File: src/rtl/fpnew_noncomp_collector_if.sv
// fpnew_noncomp_collector_if
//   Groups both handshakes around the collector:
//   - the result side of fpnew_noncomp (in_*), where the unit offers a
//     result and the collector answers with in_ready_o
//   - the writeback side (wb_*), where the collector presents its head
//     entry to the integer/FP writeback port
//   Signal suffixes are from the collector's point of view.
//   modport master : the environment (unit + writeback port)
//   modport slave  : the collector itself
interface fpnew_noncomp_collector_if #(
  parameter int unsigned WIDTH     = 32,
  parameter int unsigned TAG_WIDTH = 1
);
  logic                 in_valid_i;
  logic                 in_ready_o;
  logic [WIDTH-1:0]     result_i;
  logic [4:0]           status_i;
  logic                 extension_bit_i;
  logic [9:0]           class_mask_i;
  logic                 is_class_i;
  logic [TAG_WIDTH-1:0] tag_i;

  logic                 wb_valid_o;
  logic                 wb_ready_i;
  logic [WIDTH-1:0]     wb_data_o;
  logic                 wb_ext_o;
  logic [4:0]           wb_status_o;
  logic [TAG_WIDTH-1:0] wb_tag_o;

  modport master (
    output in_valid_i, result_i, status_i, extension_bit_i,
           class_mask_i, is_class_i, tag_i, wb_ready_i,
    input  in_ready_o, wb_valid_o, wb_data_o, wb_ext_o, wb_status_o, wb_tag_o
  );

  modport slave (
    input  in_valid_i, result_i, status_i, extension_bit_i,
           class_mask_i, is_class_i, tag_i, wb_ready_i,
    output in_ready_o, wb_valid_o, wb_data_o, wb_ext_o, wb_status_o, wb_tag_o
  );
endinterface

File: src/rtl/fpnew_noncomp_collector.sv
// fpnew_noncomp_collector
//   Buffers results of the fpnew_noncomp unit in a DEPTH-entry FIFO and hands
//   them in order to the writeback port. Also keeps sticky fflags (OR of the
//   status of every dequeued result) and a wrapping count of dequeued results.
// Ports:
//   clk_i        : clock, rising edge
//   rst_i        : asynchronous active-high reset
//   flush_i      : synchronous flush of the FIFO (an accepted pop still counts)
//   bus          : result-side and writeback-side handshakes (slave modport)
//   fflags_clr_i : clear sticky fflags
//   fflags_o     : sticky accumulated {NV,DZ,OF,UF,NX}
//   done_cnt_o   : number of dequeued results, modulo 2^CNT_WIDTH
//   occupancy_o  : number of entries currently held
module fpnew_noncomp_collector #(
  parameter int unsigned WIDTH     = 32,
  parameter int unsigned TAG_WIDTH = 1,
  parameter int unsigned DEPTH     = 4,
  parameter int unsigned CNT_WIDTH = 16
) (
  input  logic                        clk_i,
  input  logic                        rst_i,
  input  logic                        flush_i,
  fpnew_noncomp_collector_if.slave    bus,
  input  logic                        fflags_clr_i,
  output logic [4:0]                  fflags_o,
  output logic [CNT_WIDTH-1:0]        done_cnt_o,
  output logic [$clog2(DEPTH):0]      occupancy_o
);

  localparam int unsigned PTR_W = $clog2(DEPTH);
  localparam int unsigned OCC_W = PTR_W + 1;

  logic [WIDTH-1:0]     result_q   [DEPTH];
  logic [4:0]           status_q   [DEPTH];
  logic                 ext_q      [DEPTH];
  logic [9:0]           mask_q     [DEPTH];
  logic                 is_class_q [DEPTH];
  logic [TAG_WIDTH-1:0] tag_q      [DEPTH];

  logic [PTR_W-1:0]     rd_ptr_q, wr_ptr_q;
  logic [OCC_W-1:0]     occ_q;
  logic [4:0]           fflags_q;
  logic [CNT_WIDTH-1:0] done_cnt_q;

  logic in_ready, wb_valid, push, pop;

  // Ready and valid come from registered occupancy only, so a full FIFO
  // refuses a push even when it is popped in the same cycle, and an empty
  // FIFO never shows a result in its push cycle.
  assign in_ready = (occ_q < OCC_W'(DEPTH));
  assign wb_valid = (occ_q != '0);
  assign push     = bus.in_valid_i & in_ready & ~flush_i;
  assign pop      = wb_valid & bus.wb_ready_i;

  assign bus.in_ready_o  = in_ready;
  assign bus.wb_valid_o  = wb_valid;
  assign bus.wb_data_o   = is_class_q[rd_ptr_q]
                           ? {{(WIDTH-10){1'b0}}, mask_q[rd_ptr_q]}
                           : result_q[rd_ptr_q];
  assign bus.wb_ext_o    = ext_q[rd_ptr_q];
  assign bus.wb_status_o = status_q[rd_ptr_q];
  assign bus.wb_tag_o    = tag_q[rd_ptr_q];

  assign fflags_o    = fflags_q;
  assign done_cnt_o  = done_cnt_q;
  assign occupancy_o = occ_q;

  // Storage is cleared on reset so the head outputs read 0 rather than X.
  always_ff @(posedge clk_i or posedge rst_i) begin
    if (rst_i) begin
      for (int i = 0; i < DEPTH; i++) begin
        result_q[i]   <= '0;
        status_q[i]   <= '0;
        ext_q[i]      <= 1'b0;
        mask_q[i]     <= '0;
        is_class_q[i] <= 1'b0;
        tag_q[i]      <= '0;
      end
    end else if (push) begin
      result_q[wr_ptr_q]   <= bus.result_i;
      status_q[wr_ptr_q]   <= bus.status_i;
      ext_q[wr_ptr_q]      <= bus.extension_bit_i;
      mask_q[wr_ptr_q]     <= bus.class_mask_i;
      is_class_q[wr_ptr_q] <= bus.is_class_i;
      tag_q[wr_ptr_q]      <= bus.tag_i;
    end
  end

  // Flush returns both pointers and occupancy to zero, overriding any push
  // or pop in the same cycle; pointers otherwise wrap naturally.
  always_ff @(posedge clk_i or posedge rst_i) begin
    if (rst_i) begin
      rd_ptr_q <= '0;
      wr_ptr_q <= '0;
      occ_q    <= '0;
    end else if (flush_i) begin
      rd_ptr_q <= '0;
      wr_ptr_q <= '0;
      occ_q    <= '0;
    end else begin
      if (push) wr_ptr_q <= wr_ptr_q + PTR_W'(1);
      if (pop)  rd_ptr_q <= rd_ptr_q + PTR_W'(1);
      occ_q <= occ_q + OCC_W'(push) - OCC_W'(pop);
    end
  end

  // A pop during flush has already been handed off, so it still updates the
  // sticky flags and the counter. A clear together with a pop keeps only the
  // popped status.
  always_ff @(posedge clk_i or posedge rst_i) begin
    if (rst_i) begin
      fflags_q   <= '0;
      done_cnt_q <= '0;
    end else begin
      fflags_q <= (fflags_clr_i ? 5'b0 : fflags_q)
                  | (pop ? status_q[rd_ptr_q] : 5'b0);
      if (pop) done_cnt_q <= done_cnt_q + CNT_WIDTH'(1);
    end
  end

endmodule

File: src/flat_wrapper.sv
// flat-port wrapper written by rule: the top's interface ports become plain ports
module fpnew_noncomp_collector_flat 
#(
  parameter int unsigned WIDTH     = 32,
  parameter int unsigned TAG_WIDTH = 1,
  parameter int unsigned DEPTH     = 4,
  parameter int unsigned CNT_WIDTH = 16
)
  (clk_i, rst_i, flush_i, fflags_clr_i, fflags_o, done_cnt_o, occupancy_o, bus_in_valid_i, bus_result_i, bus_status_i, bus_extension_bit_i, bus_class_mask_i, bus_is_class_i, bus_tag_i, bus_wb_ready_i, bus_in_ready_o, bus_wb_valid_o, bus_wb_data_o, bus_wb_ext_o, bus_wb_status_o, bus_wb_tag_o);
  fpnew_noncomp_collector_if #(.WIDTH(WIDTH), .TAG_WIDTH(TAG_WIDTH)) bus_i ();
  input  logic clk_i;
  input  logic rst_i;
  input  logic flush_i;
  input  logic fflags_clr_i;
  output logic [4:0] fflags_o;
  output logic [CNT_WIDTH-1:0] done_cnt_o;
  output logic [$clog2(DEPTH):0] occupancy_o;
  input wire logic [$bits(bus_i.in_valid_i)-1:0] bus_in_valid_i;
  input wire logic [$bits(bus_i.result_i)-1:0] bus_result_i;
  input wire logic [$bits(bus_i.status_i)-1:0] bus_status_i;
  input wire logic [$bits(bus_i.extension_bit_i)-1:0] bus_extension_bit_i;
  input wire logic [$bits(bus_i.class_mask_i)-1:0] bus_class_mask_i;
  input wire logic [$bits(bus_i.is_class_i)-1:0] bus_is_class_i;
  input wire logic [$bits(bus_i.tag_i)-1:0] bus_tag_i;
  input wire logic [$bits(bus_i.wb_ready_i)-1:0] bus_wb_ready_i;
  output wire logic [$bits(bus_i.in_ready_o)-1:0] bus_in_ready_o;
  output wire logic [$bits(bus_i.wb_valid_o)-1:0] bus_wb_valid_o;
  output wire logic [$bits(bus_i.wb_data_o)-1:0] bus_wb_data_o;
  output wire logic [$bits(bus_i.wb_ext_o)-1:0] bus_wb_ext_o;
  output wire logic [$bits(bus_i.wb_status_o)-1:0] bus_wb_status_o;
  output wire logic [$bits(bus_i.wb_tag_o)-1:0] bus_wb_tag_o;
  assign bus_i.in_valid_i = bus_in_valid_i;
  assign bus_i.result_i = bus_result_i;
  assign bus_i.status_i = bus_status_i;
  assign bus_i.extension_bit_i = bus_extension_bit_i;
  assign bus_i.class_mask_i = bus_class_mask_i;
  assign bus_i.is_class_i = bus_is_class_i;
  assign bus_i.tag_i = bus_tag_i;
  assign bus_i.wb_ready_i = bus_wb_ready_i;
  assign bus_in_ready_o = bus_i.in_ready_o;
  assign bus_wb_valid_o = bus_i.wb_valid_o;
  assign bus_wb_data_o = bus_i.wb_data_o;
  assign bus_wb_ext_o = bus_i.wb_ext_o;
  assign bus_wb_status_o = bus_i.wb_status_o;
  assign bus_wb_tag_o = bus_i.wb_tag_o;
  fpnew_noncomp_collector #(.WIDTH(WIDTH), .TAG_WIDTH(TAG_WIDTH), .DEPTH(DEPTH), .CNT_WIDTH(CNT_WIDTH)) u_core (.clk_i(clk_i), .rst_i(rst_i), .flush_i(flush_i), .bus(bus_i), .fflags_clr_i(fflags_clr_i), .fflags_o(fflags_o), .done_cnt_o(done_cnt_o), .occupancy_o(occupancy_o));
endmodule
File: config.mk
export PLATFORM = sky130hd
export DESIGN_NAME = fpnew_noncomp_collector_flat
export DESIGN_NICKNAME = d
export VERILOG_FILES = /design/src/rtl/fpnew_noncomp_collector_if.sv /design/src/rtl/fpnew_noncomp_collector.sv /design/src/flat_wrapper.sv
export SDC_FILE = /design/constraint.sdc
export NUM_CORES = 1
export LEC_CHECK = 0
export CORE_ASPECT_RATIO = 1.75
export CORE_MARGIN = 3
export CORE_UTILIZATION = 57
export CTS_CLUSTER_DIAMETER = 40
export DETAILED_ROUTE_END_ITERATION = 8
export PLACE_DENSITY = 0.8
export SYNTH_ARGS = -nofsm -noshare
export SYNTH_HDL_FRONTEND = slang
export SYNTH_SLANG_ARGS = --single-unit
File: constraint.sdc
create_clock -name clk_i -period 8.8 [get_ports clk_i]
set_input_delay 0.88 -clock clk_i [delete_from_list [all_inputs] [get_ports clk_i]]
set_output_delay 0.88 -clock clk_i [all_outputs]
set_load 0.005 [all_outputs]
==> reports/qor_table.md <==
| Result | Reported |
|:---|:---|
| Post-CTS setup buffers | 0 |
| Final Hold Violating Endpoints | 0 |
| Clk_lat worst skew | 500 ps |
| Number of remaining DRC errors | 0 |
| Proportion of layout cells with a drive suffix above 1 | 0.4063 |
| Number of H-tree levels | 1 |
| Area Overhead vs Synth | 17.02% |
| Pins over their slew limit | 0 |
| Synthesized instance count | 644 |
| Clock Sink Count | 228 |
| Num CTS Buffers | 22 |
| Core area | 19200 µm² |
| Startpoint-to-endpoint class of the critical path | reg2out |
| Sum of internal, switching and leakage power | 4.578 mW |
| Post-route fraction of the period consumed by the critical path | 0.5217 |
| Status | finished, final reports clean |
| Number of cells on the worst hold path | 1 |
| Number of max-cap violations | 0 |
| Initial standard-cell utilization of the core | 0.5793 |
| Leakage power summed over all cells | 5.751 nW |
| Fraction of registers with async set/reset | 1.000 |
| Number of antenna violations at the first check in global routing | 2 |
| Number of flops mapped to enable cells by yosys | 0 |
| Hpwl dp | 13.65 mm |
| Wire length of the first global-routing pass | 37.60 mm |
| Layout filler cell count | 1315 |
| Pin count of the biggest net entering global routing | 143 |
| Total global routing track utilization | 0.2191 |
| Cell types occupying the most area after synthesis | dfrtp_1 (51%), mux2_4 (28%), mux4_2 (10%) |
| Max Clock Freq | 217.8 MHz |
| Post-synth top area cell | dfrtp_1 |
| Via count of the first global-routing pass | 6683 |
| Chip Height | 190.8 µm |
| Pre-Repair DR Iteration Count | 4 |
| Number of nets at the end of the flow | 814 |
| Unrepaired setup endpoints after global routing | false |
| Power Internal | 3.334 mW |
| Number of nets with antenna violations after detailed routing | 0 |
| Clock Tree Buf Depth | 3 |
| Fin Clk Skew | 13.66 ps |
| Number of cells upsized or downsized after cts | 0 |
| Flip-flop and latch count after synthesis | 228 |
| Chip Width | 111.6 µm |
| Total net switching power | 1.244 mW |
| Mapped Avg Cell Area | 17.27 µm² |
| Fraction of power consumed by the clock network | 0.204 |
| Sequential group share of total power | 0.398 |
| RD Place Congestion | 0.7256 |
| Launching element type of the critical path | register |
| Worst-margin pin slew | 1124 ps |
| TritonCTS clock tree | built |
| Count of buffers from port buffering | 120 |
| Die outline area | 21290 µm² |
| Relative contribution of combinational cells to total power | 0.398 |
| Hold crit path type | reg2reg |
| VDD IR-drop max | 0.1960 mV |
| CP endpoint kind | primary output |
| I/O Pins | 121 |
| Post-synth net total | 708 |
| Final sum of negative setup slack | 0 ps |
| Max stage delay cell, worst path | mux4_2 |
| Count of cells along the worst register-to-register path | 9 |
| Top cell type's share of synthesized area | 0.5131 |
| Count of synthesis-stage warnings from yosys | 0 |
| Number of distinct library cell variants in the gate-level netlist after synthesis | 32 |
| Hold-fix buffer count after cts | 0 |
| Sum of overflow across all layers after global routing | 0 |
| Slowest Stage Delay on Critical Path | 990 ps |
| Average wire per cell in the routed design | 22.37 µm |
| Routed wire length | 22.48 mm |
| Cell row count | 67 |
| CTS Root Cell | clkbuf_16 |
| Endpoint arrival time on the critical path | 3710 ps |
| Portion of the post-synthesis area used by sequential elements | 0.5131 |
| Largest fanout on the critical path | 33 |
| Cell area after synthesis | 11120 µm² |
| Crit path cell chain | buf_4 -> mux4_2 -> mux2_2 -> clkdlybuf4s50_1 |
| Switch share | 0.2718 |
| Mean number of vias per cell | 5.741 |
| Vias post-DR | 5770 |
| Register clock-pin slew on the reported worst setup and hold paths | 70 ps |
| # setup viols final | 0 |
| Required time of the critical path | 7920 ps |
| Iteration-0 DRC Markers | 301 |
| Slew margin rel. | 0.2509 |
| Most used flip-flop cell after synthesis | dfrtp_1 |
| Minimum hold slack | 491.5 ps |
| Clock period minus final worst setup slack | 4591 ps |
| Power density over the cells | 351.8 nW/µm² |
## sequential cells by signal, summed over array words and instances, names as in the netlist
signal / flops
u_core.result_q: 128
u_core.mask_q: 40
u_core.status_q: 20
u_core.done_cnt_o: 16
u_core.fflags_o: 5
u_core.ext_q: 4
u_core.is_class_q: 4
u_core.tag_q: 4
u_core.occupancy_o: 3
u_core.rd_ptr_q: 2
u_core.wr_ptr_q: 2
## power groups by stage
stage          registers, mW  logic [mW]  clock network [mW]
4_1_cts                 1.82        1.85               0.952
2_1_floorplan           1.68        1.32                   0
3_5_place_dp            1.83        1.83                   0
3_3_place_gp            1.78        1.79                   0
5_1_grt                 1.88        1.95               0.996
6_report                1.82        1.82               0.932
## critical path, delay by kind of cell (launching register included)
family	cells	cell delay, ps
buf+inv	2	1060
mux	2	1410
flops	1	740
## worst paths after layout
check	start	end	slack, ps
max in group asynchronous	rst_i	u_core.rd_ptr_q[0]$_DFFE_PP0P_	6020
min	u_core.done_cnt_o[15]$_DFFE_PP0P_	u_core.done_cnt_o[15]$_DFFE_PP0P_	490
max reg2reg	u_core.occupancy_o[2]$_DFF_PP0_	u_core.occupancy_o[2]$_DFF_PP0_	6320
min reg2reg	u_core.done_cnt_o[15]$_DFFE_PP0P_	u_core.done_cnt_o[15]$_DFFE_PP0P_	490
max	u_core.rd_ptr_q[1]$_DFFE_PP0P_	bus_wb_data_o[0]	4210
min in group asynchronous	rst_i	u_core.tag_q[2]$_DFFE_PP0P_	1000
## metrics by stage
stage	area, µm²	util	cells	setup WS [ps]
final	13010	0.6779	1005	4209
after global routing	13010	0.6779	1005	3951
after CTS	13010	0.6778	1004	4128
after detailed placement	12290	0.6401	967	4663
after global placement	12290	0.6401	967	4709
after floorplan	11120	-	644	1672
## routing by layer
layer  vias up  routed length [µm]  global-route usage
met5         -                   7                   0
met4         2                 465             0.05480
met3        36                 883             0.03144
met2       129               11820              0.3810
met1      3092                9305              0.2926
li1       2511                   -                   -
## final cells by class
| cell class | count | area, µm² | area share |
|---|---|---|---|
| clock inverters | 4 | 30.03 | 0.002307 |
| clock buffers | 33 | 693.2 | 0.05326 |
| multi-input cells | 363 | 5004 | 0.3845 |
| flip-flops and latches | 228 | 5710 | 0.4388 |
| well taps | 241 | 301.5 | 0.02317 |
| repair buffers | 122 | 1216 | 0.09345 |
| inverters | 13 | 56.30 | 0.004327 |
| diodes | 1 | 2.502 | 0.0001923 |
## synthesized netlist by cell type, types with 2 or more instances
| cell type | instances |
|---|---|
| and2_4 | 4 |
| and3_1 | 3 |
| and4_1 | 2 |
| buf_2 | 10 |
| buf_6 | 26 |
| clkbuf_1 | 2 |
| dfrtp_1 | 228 |
| ha_1 | 7 |
| inv_1 | 12 |
| mux2_2 | 2 |
| mux2_4 | 208 |
| mux4_2 | 50 |
| nand2_1 | 15 |
| nand3_1 | 5 |
| nand4_1 | 2 |
| nor2_1 | 8 |
| nor2b_1 | 23 |
| o21ai_0 | 5 |
| xnor2_1 | 12 |
| xor2_1 | 8 |
## cell usage in the layout, fill, tap and decap left out, types with 7 or more instances in the layout
cell type / netlist / final
clkbuf_16: 0 / 23
xnor2_1: 12 / 12
nor2_1: 8 / 8
nand2_1: 15 / 15
inv_1: 12 / 11
mux4_2: 50 / 50
clkbuf_8: 0 / 8
nor2b_1: 23 / 23
clkdlybuf4s50_1: 0 / 120
mux2_4: 208 / 208
dfrtp_1: 228 / 226
ha_1: 7 / 7
xor2_1: 8 / 8
## cell families (layout without fill, tap and decap cells)
| group | Yosys count | in the layout | synth area share |
|---|---|---|---|
| buffers and inverters | 53 | 172 | 0.03702 |
| other | 0 | 1 | 0 |
| muxes | 261 | 261 | 0.3850 |
| xor gates and xnor gates | 20 | 20 | 0.01575 |
| AOI/OAI and AO/OA | 6 | 6 | 0.004163 |
| and+or+nand+nor | 68 | 68 | 0.03533 |
| DFF | 228 | 228 | 0.5131 |
| adders and majority gates | 8 | 8 | 0.009676 |
Power figures use the tool's default switching activity.
